===== src/rtl/div_share_sched_if.sv =====
// rtl/div_share_sched_if.sv - request, response and divider handshake bundle for div_share_sched
interface div_share_sched_if #(
  parameter int NUM_REQ = 2,
  parameter int WIDTH   = 16,
  parameter int ID_W    = 3
);
  logic [NUM_REQ-1:0]       req_valid;
  logic [NUM_REQ-1:0]       req_ready;
  logic [NUM_REQ*WIDTH-1:0] req_dividend;
  logic [NUM_REQ*WIDTH-1:0] req_divisor;
  logic                     resp_valid;
  logic                     resp_ready;
  logic [ID_W-1:0]          resp_id;
  logic [WIDTH-1:0]         resp_quotient;
  logic [WIDTH-1:0]         resp_remainder;
  logic                     resp_dbz;
  logic                     div_start;
  logic [WIDTH-1:0]         div_dividend;
  logic [WIDTH-1:0]         div_divisor;
  logic [WIDTH-1:0]         div_quotient;
  logic [WIDTH-1:0]         div_remainder;
  logic                     div_ready;
  logic                     busy;

  modport master (
    input  req_valid, req_dividend, req_divisor, resp_ready,
           div_quotient, div_remainder, div_ready,
    output req_ready, resp_valid, resp_id, resp_quotient, resp_remainder,
           resp_dbz, div_start, div_dividend, div_divisor, busy
  );

  modport slave (
    output req_valid, req_dividend, req_divisor, resp_ready,
           div_quotient, div_remainder, div_ready,
    input  req_ready, resp_valid, resp_id, resp_quotient, resp_remainder,
           resp_dbz, div_start, div_dividend, div_divisor, busy
  );
endinterface


===== src/rtl/div_share_sched.sv =====
// rtl/div_share_sched.sv - round-robin scheduler sharing one start/ready divider among NUM_REQ requesters
// Optional divider watchdog and sticky timeout_err port: define DIVSCHED_TIMEOUT_EN.
module div_share_sched #(
  parameter int NUM_REQ = 2,
  parameter int WIDTH   = 16,
  parameter int ID_W    = 3
) (
  input  logic              clock,
  input  logic              reset_n,
  div_share_sched_if.master bus
`ifdef DIVSCHED_TIMEOUT_EN
  ,
  output logic              timeout_err
`endif
);

  typedef enum logic [1:0] {IDLE, LAUNCH, WAIT, RESP} state_t;

  state_t           r_state;
  logic [ID_W-1:0]  r_rr_ptr;
  logic [ID_W-1:0]  r_id;
  logic [WIDTH-1:0] r_div_dividend;
  logic [WIDTH-1:0] r_div_divisor;
  logic [WIDTH-1:0] r_quot;
  logic [WIDTH-1:0] r_rem;
  logic             r_div_start;
  logic             r_resp_valid;
  logic             r_dbz;

  logic [NUM_REQ-1:0] w_grant;
  logic [ID_W-1:0]    w_grant_id;
  logic               w_grant_any;
  logic               w_accept;
  logic [WIDTH-1:0]   w_sel_dividend;
  logic [WIDTH-1:0]   w_sel_divisor;
  int                 w_idx;

`ifdef DIVSCHED_TIMEOUT_EN
  // Last WAIT count before giving up; resp_valid then rises WIDTH+8 edges after the start pulse.
  localparam int TO_LIMIT = WIDTH + 6;
  localparam int WD_W     = $clog2(WIDTH + 8) + 1;
  logic [WD_W-1:0] r_wdog;
  logic            r_timeout_err;
  assign timeout_err = r_timeout_err;
`endif

  // Search starts just after the last granted requester and wraps to 0.
  always_comb begin
    w_grant     = '0;
    w_grant_id  = '0;
    w_grant_any = 1'b0;
    w_idx       = 0;
    for (int k = 1; k <= NUM_REQ; k++) begin
      w_idx = int'(r_rr_ptr) + k;
      if (w_idx >= NUM_REQ) w_idx = w_idx - NUM_REQ;
      if (!w_grant_any && bus.req_valid[w_idx]) begin
        w_grant_any    = 1'b1;
        w_grant[w_idx] = 1'b1;
        w_grant_id     = ID_W'(w_idx);
      end
    end
  end

  assign w_accept       = w_grant_any && (r_state == IDLE);
  assign w_sel_dividend = bus.req_dividend[w_grant_id*WIDTH +: WIDTH];
  assign w_sel_divisor  = bus.req_divisor[w_grant_id*WIDTH +: WIDTH];

  assign bus.req_ready      = (reset_n && r_state == IDLE) ? w_grant : '0;
  assign bus.resp_valid     = r_resp_valid;
  assign bus.resp_id        = r_id;
  assign bus.resp_quotient  = r_quot;
  assign bus.resp_remainder = r_rem;
  assign bus.resp_dbz       = r_dbz;
  assign bus.div_start      = r_div_start;
  assign bus.div_dividend   = r_div_dividend;
  assign bus.div_divisor    = r_div_divisor;
  assign bus.busy           = (r_state != IDLE);

  always_ff @(posedge clock or negedge reset_n) begin
    if (!reset_n) begin
      r_state        <= IDLE;
      r_rr_ptr       <= ID_W'(NUM_REQ - 1);
      r_id           <= '0;
      r_div_dividend <= '0;
      r_div_divisor  <= '0;
      r_quot         <= '0;
      r_rem          <= '0;
      r_div_start    <= 1'b0;
      r_resp_valid   <= 1'b0;
      r_dbz          <= 1'b0;
`ifdef DIVSCHED_TIMEOUT_EN
      r_wdog         <= '0;
      r_timeout_err  <= 1'b0;
`endif
    end else begin
      case (r_state)
        IDLE: begin
          if (w_accept) begin
            r_id     <= w_grant_id;
            r_rr_ptr <= w_grant_id;
            if (w_sel_divisor == '0) begin
              // Divider is never touched; resp_valid follows one cycle later from RESP.
              r_quot  <= '1;
              r_rem   <= w_sel_dividend;
              r_dbz   <= 1'b1;
              r_state <= RESP;
            end else begin
              r_div_dividend <= w_sel_dividend;
              r_div_divisor  <= w_sel_divisor;
              r_div_start    <= 1'b1;
              r_state        <= LAUNCH;
            end
          end
        end
        LAUNCH: begin
          r_div_start <= 1'b0;
`ifdef DIVSCHED_TIMEOUT_EN
          r_wdog      <= '0;
`endif
          r_state     <= WAIT;
        end
        WAIT: begin
          if (bus.div_ready) begin
            r_quot       <= bus.div_quotient;
            r_rem        <= bus.div_remainder;
            r_dbz        <= 1'b0;
            r_resp_valid <= 1'b1;
            r_state      <= RESP;
          end
`ifdef DIVSCHED_TIMEOUT_EN
          else if (r_wdog == WD_W'(TO_LIMIT)) begin
            r_quot        <= '1;
            r_rem         <= '0;
            r_dbz         <= 1'b1;
            r_resp_valid  <= 1'b1;
            r_timeout_err <= 1'b1;
            r_state       <= RESP;
          end else begin
            r_wdog <= r_wdog + 1'b1;
          end
`endif
        end
        RESP: begin
          if (!r_resp_valid) begin
            r_resp_valid <= 1'b1;
          end else if (bus.resp_ready) begin
            r_resp_valid <= 1'b0;
            r_state      <= IDLE;
          end
        end
        default: r_state <= IDLE;
      endcase
    end
  end

endmodule


===== src/flat_wrapper.sv =====
// flat-port wrapper written by rule: the top's interface ports become plain ports
module div_share_sched_flat 
#(
  parameter int NUM_REQ = 2,
  parameter int WIDTH   = 16,
  parameter int ID_W    = 3
)
  (clock, reset_n, bus_req_valid, bus_req_dividend, bus_req_divisor, bus_resp_ready, bus_div_quotient, bus_div_remainder, bus_div_ready, bus_req_ready, bus_resp_valid, bus_resp_id, bus_resp_quotient, bus_resp_remainder, bus_resp_dbz, bus_div_start, bus_div_dividend, bus_div_divisor, bus_busy);
  div_share_sched_if #(.NUM_REQ(NUM_REQ), .WIDTH(WIDTH), .ID_W(ID_W)) bus_i ();
  input  logic clock;
  input  logic reset_n;
  input wire logic [$bits(bus_i.req_valid)-1:0] bus_req_valid;
  input wire logic [$bits(bus_i.req_dividend)-1:0] bus_req_dividend;
  input wire logic [$bits(bus_i.req_divisor)-1:0] bus_req_divisor;
  input wire logic [$bits(bus_i.resp_ready)-1:0] bus_resp_ready;
  input wire logic [$bits(bus_i.div_quotient)-1:0] bus_div_quotient;
  input wire logic [$bits(bus_i.div_remainder)-1:0] bus_div_remainder;
  input wire logic [$bits(bus_i.div_ready)-1:0] bus_div_ready;
  output wire logic [$bits(bus_i.req_ready)-1:0] bus_req_ready;
  output wire logic [$bits(bus_i.resp_valid)-1:0] bus_resp_valid;
  output wire logic [$bits(bus_i.resp_id)-1:0] bus_resp_id;
  output wire logic [$bits(bus_i.resp_quotient)-1:0] bus_resp_quotient;
  output wire logic [$bits(bus_i.resp_remainder)-1:0] bus_resp_remainder;
  output wire logic [$bits(bus_i.resp_dbz)-1:0] bus_resp_dbz;
  output wire logic [$bits(bus_i.div_start)-1:0] bus_div_start;
  output wire logic [$bits(bus_i.div_dividend)-1:0] bus_div_dividend;
  output wire logic [$bits(bus_i.div_divisor)-1:0] bus_div_divisor;
  output wire logic [$bits(bus_i.busy)-1:0] bus_busy;
  assign bus_i.req_valid = bus_req_valid;
  assign bus_i.req_dividend = bus_req_dividend;
  assign bus_i.req_divisor = bus_req_divisor;
  assign bus_i.resp_ready = bus_resp_ready;
  assign bus_i.div_quotient = bus_div_quotient;
  assign bus_i.div_remainder = bus_div_remainder;
  assign bus_i.div_ready = bus_div_ready;
  assign bus_req_ready = bus_i.req_ready;
  assign bus_resp_valid = bus_i.resp_valid;
  assign bus_resp_id = bus_i.resp_id;
  assign bus_resp_quotient = bus_i.resp_quotient;
  assign bus_resp_remainder = bus_i.resp_remainder;
  assign bus_resp_dbz = bus_i.resp_dbz;
  assign bus_div_start = bus_i.div_start;
  assign bus_div_dividend = bus_i.div_dividend;
  assign bus_div_divisor = bus_i.div_divisor;
  assign bus_busy = bus_i.busy;
  div_share_sched #(.NUM_REQ(NUM_REQ), .WIDTH(WIDTH), .ID_W(ID_W)) u_core (.clock(clock), .reset_n(reset_n), .bus(bus_i));
endmodule

===== config.mk =====
export PLATFORM = sky130hd
export DESIGN_NAME = div_share_sched_flat
export DESIGN_NICKNAME = d
export VERILOG_FILES = /design/src/rtl/div_share_sched_if.sv /design/src/rtl/div_share_sched.sv /design/src/flat_wrapper.sv
export SDC_FILE = /design/constraint.sdc
export NUM_CORES = 1
export LEC_CHECK = 0
export ABC_CLOCK_PERIOD_IN_PS = 4000
export CELL_PAD_IN_SITES_DETAIL_PLACEMENT = 1
export CELL_PAD_IN_SITES_GLOBAL_PLACEMENT = 2
export CORE_MARGIN = 5
export CORE_UTILIZATION = 28
export DETAILED_ROUTE_END_ITERATION = 10
export PLACE_DENSITY = 0.89
export SLEW_MARGIN = 15
export SYNTH_ARGS = -nofsm -noshare
export SYNTH_HDL_FRONTEND = slang
export SYNTH_SLANG_ARGS = --single-unit

===== constraint.sdc =====
create_clock -name clock -period 4 [get_ports clock]
set_input_delay 0.4 -clock clock [delete_from_list [all_inputs] [get_ports clock]]
set_output_delay 0.4 -clock clock [all_outputs]
set_load 0.03 [all_outputs]

# Yosys cells after proc, flatten, opt, wreduce, memory -nomap -nowiden
# Index checks and enable logic that the tools add are counted.
[totals] regBits=75 input_bits=102 output_inout_bits=73 word_cells=95
[op_classes] n_addsub=4 order_cmp=6 n_eq_ne=9 shift=2 muxes=44 bitwise=2 reduce_logical=18
[ops] cell="$mux W16" n=6
[ops] cell="$ge A32 B1 Y1 const B" n=2
[ops] cell="$ge A32 B3 Y1 const B" n=2
[ops] cell="$lt A32 B3 Y1 const B" n=2
[ops] cell="$mux W32" n=2
[ops] cell="$pmux W16 S2" n=2
[ops] cell="$shiftx A32 B8 Y16" n=2
[ops] cell="$sub A32 B3 Y32 const B" n=2
[ops] cell="$mux W1" n=18
[ops] cell="$logic_not A16 Y1" n=1
[ops] cell="$mux W2" n=8
[ops] cell="$ne A2 B2 Y1 const B" n=4
[ops] cell="$pmux W2 S4" n=1
[ops] cell="$reduce_and A4 Y1" n=2
[ops] cell="$reduce_bool A2 Y1" n=4
[ops] cell="$mux W3" n=2
[ops] cell="$pmux W1 S2" n=3
[ops] cell="$reduce_and A3 Y1" n=2
[ops] cell="$logic_and A1 B1 Y1" n=5
[ops] cell="$add A3 B1 Y4 const B" n=1
[ops] cell="$add A3 B2 Y4 const B" n=1
[ops] cell="$eq A2 B2 Y1 const B" n=2
[ops] cell="$ne A2 B1 Y1 const B" n=2
[ops] cell="$reduce_and A2 Y1" n=2
[ops] cell="6 further kinds" n=7

# Logic depth before layout (Yosys ltp)
[logic_depth] ltp_word=15 mapped_depth=11 ltp_nobuf=8

# Worst setup path before layout
# OpenSTA, ideal clock, no wires.
[synth_timing] path_type="register to register" start="register u_core.r_rr_ptr[0]" end="register u_core.r_div_divisor[10] (netlist: u_core.bus.div_divisor[10])" setup_time_ns=0.125 arrival_time_ns=2.603 required_ns=3.875 path_slack_ns=1.272 path_stages_with_launch=11 n_path_buf=2 synth_period_minus_slack_ns=2.728 cell_sequence="dfstp_2 -> buf_4 -> inv_1 -> ha_1 -> inv_1 -> ha_1 -> and2_1 -> o22ai_4 -> nor3_4 -> buf_6 -> mux2_4"
[synth_between] elab_chain_len=14 elab_cells_between_ends=25 cone_classes="add/sub: 4; order compare: 2; shift: 1; mux: 12; bitwise: 1; reduce/logical: 5"
[synth_lines] item="from (decl)" line="div_share_sched.sv:20" source="logic [ID_W-1:0] r_rr_ptr;"
[synth_lines] item="from (signal assigned)" line="div_share_sched.sv:82" source="r_rr_ptr <= ID_W'(NUM_REQ - 1);"
[synth_lines] item="from (signal assigned)" line="div_share_sched.sv:100" source="r_rr_ptr <= w_grant_id;"
[synth_lines] item="$add A3 B1 Y4" line="div_share_sched.sv:54" source="w_idx = int'(r_rr_ptr) + k;"
[synth_lines] item="$sub A32 B3 Y32 / $ge A32 B3 Y1 (equally long branches)" line="div_share_sched.sv:55" source="if (w_idx >= NUM_REQ) w_idx = w_idx - NUM_REQ;"
[synth_lines] item="$mux W32" line="div_share_sched.sv:55"
[synth_lines] item="$mux W1 (not written as such) (3 in a row)" line="div_share_sched.sv:56" source="if (!w_grant_any && bus.req_valid[w_idx]) begin"
[synth_lines] item="$mux W1" line="div_share_sched.sv:56"
[synth_lines] item="$logic_not A1 Y1" line="div_share_sched.sv:56"
[synth_lines] item="$logic_and A1 B1 Y1" line="div_share_sched.sv:56"
[synth_lines] item="$mux W3" line="div_share_sched.sv:56"
[synth_lines] item="$shiftx A32 B8 Y16" line="div_share_sched.sv:66" source="assign w_sel_divisor = bus.req_divisor[w_grant_id*WIDTH +: WIDTH];"
[synth_lines] item="$logic_not A16 Y1" line="div_share_sched.sv:101" source="if (w_sel_divisor == '0) begin"
[synth_lines] item="$not A1 Y1 (no source line)"
[synth_lines] item="$reduce_and A3 Y1 (no source line)"
[synth_lines] item="to (signal assigned)" line="div_share_sched.sv:109" source="r_div_divisor <= w_sel_divisor;"
[synth_lines] item="to (decl)" line="div_share_sched.sv:23" source="logic [WIDTH-1:0] r_div_divisor;"
# Parallel ways exist; a longest one is shown, timed or not. The select of a mux whose other input is x is not followed.
# A chain may end at the register's enable or synchronous reset.

# Worst setup path in the final report
[layout_timing] start="register u_core.r_rr_ptr[0]" end="register u_core.r_rem[5] (netlist: u_core.bus.resp_remainder[5])"
[layout_between] elab_chain_len=14 elab_cells_between_ends=30 cone_classes="add/sub: 4; order compare: 2; eq/ne: 2; shift: 2; mux: 15; reduce/logical: 5"
[layout_lines] item="$add A3 B1 Y4" line="div_share_sched.sv:54"
[layout_lines] item="$sub A32 B3 Y32 / $ge A32 B3 Y1 (equally long branches)" line="div_share_sched.sv:55"
[layout_lines] item="$mux W32" line="div_share_sched.sv:55"
[layout_lines] item="$mux W1 (not written as such) (3 in a row)" line="div_share_sched.sv:56"
[layout_lines] item="$mux W1" line="div_share_sched.sv:56"
[layout_lines] item="$logic_not A1 Y1" line="div_share_sched.sv:56"
[layout_lines] item="$logic_and A1 B1 Y1" line="div_share_sched.sv:56"
[layout_lines] item="$mux W3" line="div_share_sched.sv:56"
[layout_lines] item="$shiftx A32 B8 Y16 (on tied branches)" line="div_share_sched.sv:66, div_share_sched.sv:65"
[layout_lines] item="$logic_not A16 Y1 / $mux W16 (equally long branches)" line="div_share_sched.sv:101"
[layout_lines] item="$ne A2 B2 Y1 (no source line) / $mux W16 (equally long branches)"
[layout_lines] item="$reduce_and A4 Y1 (no source line) / $pmux W16 S2 (equally long branches)"
[layout_lines] item="to (signal assigned)" line="div_share_sched.sv:104" source="r_rem <= w_sel_dividend;"
[layout_lines] item="to (signal assigned)" line="div_share_sched.sv:125" source="r_rem <= bus.div_remainder;"
[layout_lines] item="to (decl)" line="div_share_sched.sv:25" source="logic [WIDTH-1:0] r_rem;"
# Parallel ways exist; a longest one is shown, timed or not. The select of a mux whose other input is x is not followed.

==> summary.txt <==
Final design instance area without fill: 0.00685 mm²
Area taken by multi-input logic gates: 0.00261 mm²
Leakage: 0.00268 µW
Number of iterations in the first detailed-routing pass: 4
Post-Syn Instances: 487
Cell at the root of the clock tree: sky130_fd_sc_hd__clkbuf_16
Antenna viol nets, final: 0
Slew Limit Fails: 0
Number of flops mapped to enable cells by yosys: 0
Final sum of negative setup slack: 0 ns
Worst slew margin relative to its limit: 0.237
Max H-tree Level: 3
Clock sink count: 73
Worst reg2reg path depth: 9
Run status: complete, no violations
Kind of capture point of the worst setup path: flop
Largest net degree at the start of global routing: 71
Slew of the pin with the lowest slew margin: 1.14 ns
Bufs on Longest Clock Path: 2
Launching element of the worst setup path: u_core.r_rr_ptr[0]
Worst min-delay path class: input pin to async pin
Yosys top cell area share: 0.382
I/O Buffers: 174
RePlAce Congestion: 0.850
HPWL Detailed: 13.3 mm
TritonCTS clock tree: yes
R2r endpoint: u_core.bus.resp_remainder[5]
Num CTS Buffers: 9
Final Hold Violating Endpoints: 0
DRC: 0
Top post-synthesis cells by area: sky130_fd_sc_hd__dfrtp_1 (38%), sky130_fd_sc_hd__o31ai_1 (5.6%), sky130_fd_sc_hd__nand2_1 (5.3%), sky130_fd_sc_hd__o221a_2 (3.8%), sky130_fd_sc_hd__a221o_1 (3.4%)
Area of the die: 0.0195 mm²
Wire length of the first global-routing pass: 28.4 mm
Iteration-0 DRC Markers: 386
Power density cells: 939 mW/mm²
I/O pins: 175
Proportion of register bits with asynchronous set or reset after synthesis: 1.00
Via count of the first global-routing pass: 5079
Post-route worst hold slack: 0.0326 ns
Synthesized area per cell: 9.68 µm²
Net count of the mapped netlist: 600
Area after detailed placement: 0.00655 mm²
Worst vdd ir: 332 µV
Unrepaired setup endpoints after global routing: no
Total setup buffers inserted after CTS: 0
Drt total wl: 18.2 mm
Std-Cell Rows: 47
Combined area of all synthesized cells: 0.00472 mm²
Overall overflow remaining after global route: 0
Initial core utilization: 0.285
Share of post-route cells with drive strength above 1: 0.121
Post-layout net count: 745
Arrival time reported for the critical path endpoint: 3.77 ns
Top layer reached by signal wires: met5
Dominant cell type by area after synthesis: sky130_fd_sc_hd__dfrtp_1
Hold-fix buffers, CTS: 0
Clock slew at reported path FFs: 0.06 ns
Nature of the critical path startpoint: flop
Number of synthesized register bits: 73
Antenna diodes: 0
Final worst path period share: 0.886
Last element of the critical path: u_core.bus.resp_remainder[5]
Total GRT Usage: 0.180
Achievable frequency: 0.282 GHz
Length of routed met2 wiring: 8.24 mm
Post-route insts no fill: 857
Worst setup path category: flop to flop
Wirelength per Cell: 21.2 µm
Die Width: 140 µm
DR vias: 4701
Per-cell via count in the routed design: 5.49
Worst-path maximum fanout: 48
Area grow syn2layout: 45.3%
Fill cell total of the finished layout: 1829
Setup-violating endpoint count in the final report: 0
Initial antenna violation count: 1
Height of the die: 140 µm
Clock tree skew after final layout: 0.00739 ns
Core area: 0.0165 mm²
Insertion delay of the later-clocked pin in the worst-skew pair: 0.34 ns
Length of routed met3 wiring: 1.12 mm
Wl on met1: 8.25 mm
Synth warn: 0
Number of instances in the placed design: 841
Count of unique library cells instantiated by Yosys: 54
Area taken by flip-flops and latches: 0.00183 mm²
Max-capacitance violation count: 0
Sequential element share of the synthesized area: 0.388
Worst R2R Start: u_core.r_rr_ptr[0]
Gates resized, CTS repair: 0
Time the final worst path needs with I/O delays and setup: 3.54 ns
Register-to-register setup slack: 0.46 ns
Required time at the endpoint of the critical path: 4.22 ns
Top flip-flop cell by instance count after synthesis: sky130_fd_sc_hd__dfrtp_1
power breakdown:
part           total, µW  switching (µW)  internal (µW)
logic               4160            2420           1740
clock network        827             329            498
registers           1440             321           1120
kinds of logic after synthesis:
group                      after synthesis  share of synthesized area
buffers and inverters                   59                     0.0631
AOI/OAI and AO/OA                      178                      0.303
DFF                                     73                      0.388
muxes                                   35                     0.0897
xor gates and xnor gates                 2                    0.00372
and+or+nand+nor                        129                      0.124
adders and majority gates               11                     0.0292
per-layer routing:
metal / up-vias / global-route usage
met3: 35 / 0.0511
met1: 2336 / 0.234
met5: - / 0
li1: 2149 / -
met4: 2 / 0.0724
met2: 179 / 0.282
placed cells by master, fill, tap and decap left out, types with 2 or more instances in the layout:
| cell type | instances |
|---|---|
| sky130_fd_sc_hd__nand2_1 | 67 |
| sky130_fd_sc_hd__nand2_2 | 2 |
| sky130_fd_sc_hd__clkinv_2 | 2 |
| sky130_fd_sc_hd__a221o_1 | 16 |
| sky130_fd_sc_hd__nor2_1 | 20 |
| sky130_fd_sc_hd__clkinvlp_4 | 2 |
| sky130_fd_sc_hd__o31ai_1 | 35 |
| sky130_fd_sc_hd__o41ai_1 | 16 |
| sky130_fd_sc_hd__nand4_1 | 2 |
| sky130_fd_sc_hd__buf_4 | 10 |
| sky130_fd_sc_hd__o221a_2 | 16 |
| sky130_fd_sc_hd__a21oi_1 | 22 |
| sky130_fd_sc_hd__clkdlybuf4s50_1 | 173 |
| sky130_fd_sc_hd__inv_1 | 10 |
| sky130_fd_sc_hd__mux2_2 | 8 |
| sky130_fd_sc_hd__ha_1 | 10 |
| sky130_fd_sc_hd__o21ai_0 | 23 |
| sky130_fd_sc_hd__a31oi_1 | 17 |
| sky130_fd_sc_hd__clkbuf_16 | 9 |
| sky130_fd_sc_hd__dfrtp_1 | 72 |
| sky130_fd_sc_hd__mux2_4 | 10 |
| sky130_fd_sc_hd__mux2i_1 | 16 |
| sky130_fd_sc_hd__a2bb2oi_1 | 17 |
| sky130_fd_sc_hd__nor4_1 | 8 |
| sky130_fd_sc_hd__nand3_1 | 5 |
| sky130_fd_sc_hd__nor3_1 | 16 |
| sky130_fd_sc_hd__a21oi_4 | 2 |
synth_stat cells, types with 5 or more instances:
cell / number
sky130_fd_sc_hd__buf_4: 6
sky130_fd_sc_hd__mux2i_1: 16
sky130_fd_sc_hd__nand3_1: 5
sky130_fd_sc_hd__a221o_1: 16
sky130_fd_sc_hd__o221a_2: 16
sky130_fd_sc_hd__buf_2: 13
sky130_fd_sc_hd__nor3_1: 16
sky130_fd_sc_hd__a21oi_1: 22
sky130_fd_sc_hd__nor2_1: 20
sky130_fd_sc_hd__clkbuf_1: 24
sky130_fd_sc_hd__dfrtp_1: 72
sky130_fd_sc_hd__mux2_4: 10
sky130_fd_sc_hd__ha_1: 11
sky130_fd_sc_hd__buf_6: 5
sky130_fd_sc_hd__nor4_1: 8
sky130_fd_sc_hd__o31ai_1: 35
sky130_fd_sc_hd__o21ai_0: 24
sky130_fd_sc_hd__o41ai_1: 16
sky130_fd_sc_hd__inv_1: 10
sky130_fd_sc_hd__a31oi_1: 17
sky130_fd_sc_hd__nand2_1: 67
sky130_fd_sc_hd__a2bb2oi_1: 17
sky130_fd_sc_hd__mux2_2: 8
flip-flops by register name, indices dropped and copies added, names as in the netlist:
name and count:
u_core.bus.div_start 1, u_core.bus.resp_id 3, u_core.r_state 2, u_core.bus.div_divisor 16, u_core.r_rr_ptr 1, u_core.bus.resp_valid 1, u_core.bus.resp_remainder 16, u_core.bus.resp_dbz 1
u_core.bus.div_dividend 16, u_core.bus.resp_quotient 16
metrics by stage:
stage                      util  power, µW  worst slack (ns)
final                     0.415       6430             0.457
after floorplan               -       4260              1.27
after global placement    0.397       5440             0.611
after detailed placement  0.397       5620             0.459
after CTS                 0.415       6480             0.453
after global routing      0.415       6820             0.276
area by class of cell:
class | instances | area share
timing repair buffer | 183 | 0.264
clock buffer | 11 | 0.0354
sequential | 73 | 0.267
inverter | 10 | 0.00548
multi-input combinational | 355 | 0.380
clock inverter | 5 | 0.00804
tap | 220 | 0.0402
worst min-delay path by stage:
stage          slack [ns]  cells past startpoint                    endpoint
4_1_cts              0.04                      1  u_core.bus.div_divisor[12]
3_5_place_dp         0.41                      1  u_core.bus.div_divisor[12]
6_report             0.03                      1  u_core.bus.div_divisor[12]
5_1_grt              0.08                      1       u_core.bus.resp_valid
2_1_floorplan        0.10                      0  u_core.bus.div_dividend[0]
3_3_place_gp         0.41                      1  u_core.bus.div_divisor[12]
worst max-delay path, stage by stage, from the launching register on:
cell and delay, ns:
sky130_fd_sc_hd__dfstp_2 0.69, sky130_fd_sc_hd__inv_1 0.12, sky130_fd_sc_hd__ha_1 0.38, sky130_fd_sc_hd__inv_1 0.07, sky130_fd_sc_hd__ha_1 0.29, sky130_fd_sc_hd__and2_1 0.21, sky130_fd_sc_hd__o22ai_4 0.60, sky130_fd_sc_hd__buf_4 0.56
sky130_fd_sc_hd__o31ai_1 0.15, sky130_fd_sc_hd__a221o_1 0.34
Note: power is estimated with default switching activity, not from simulation.
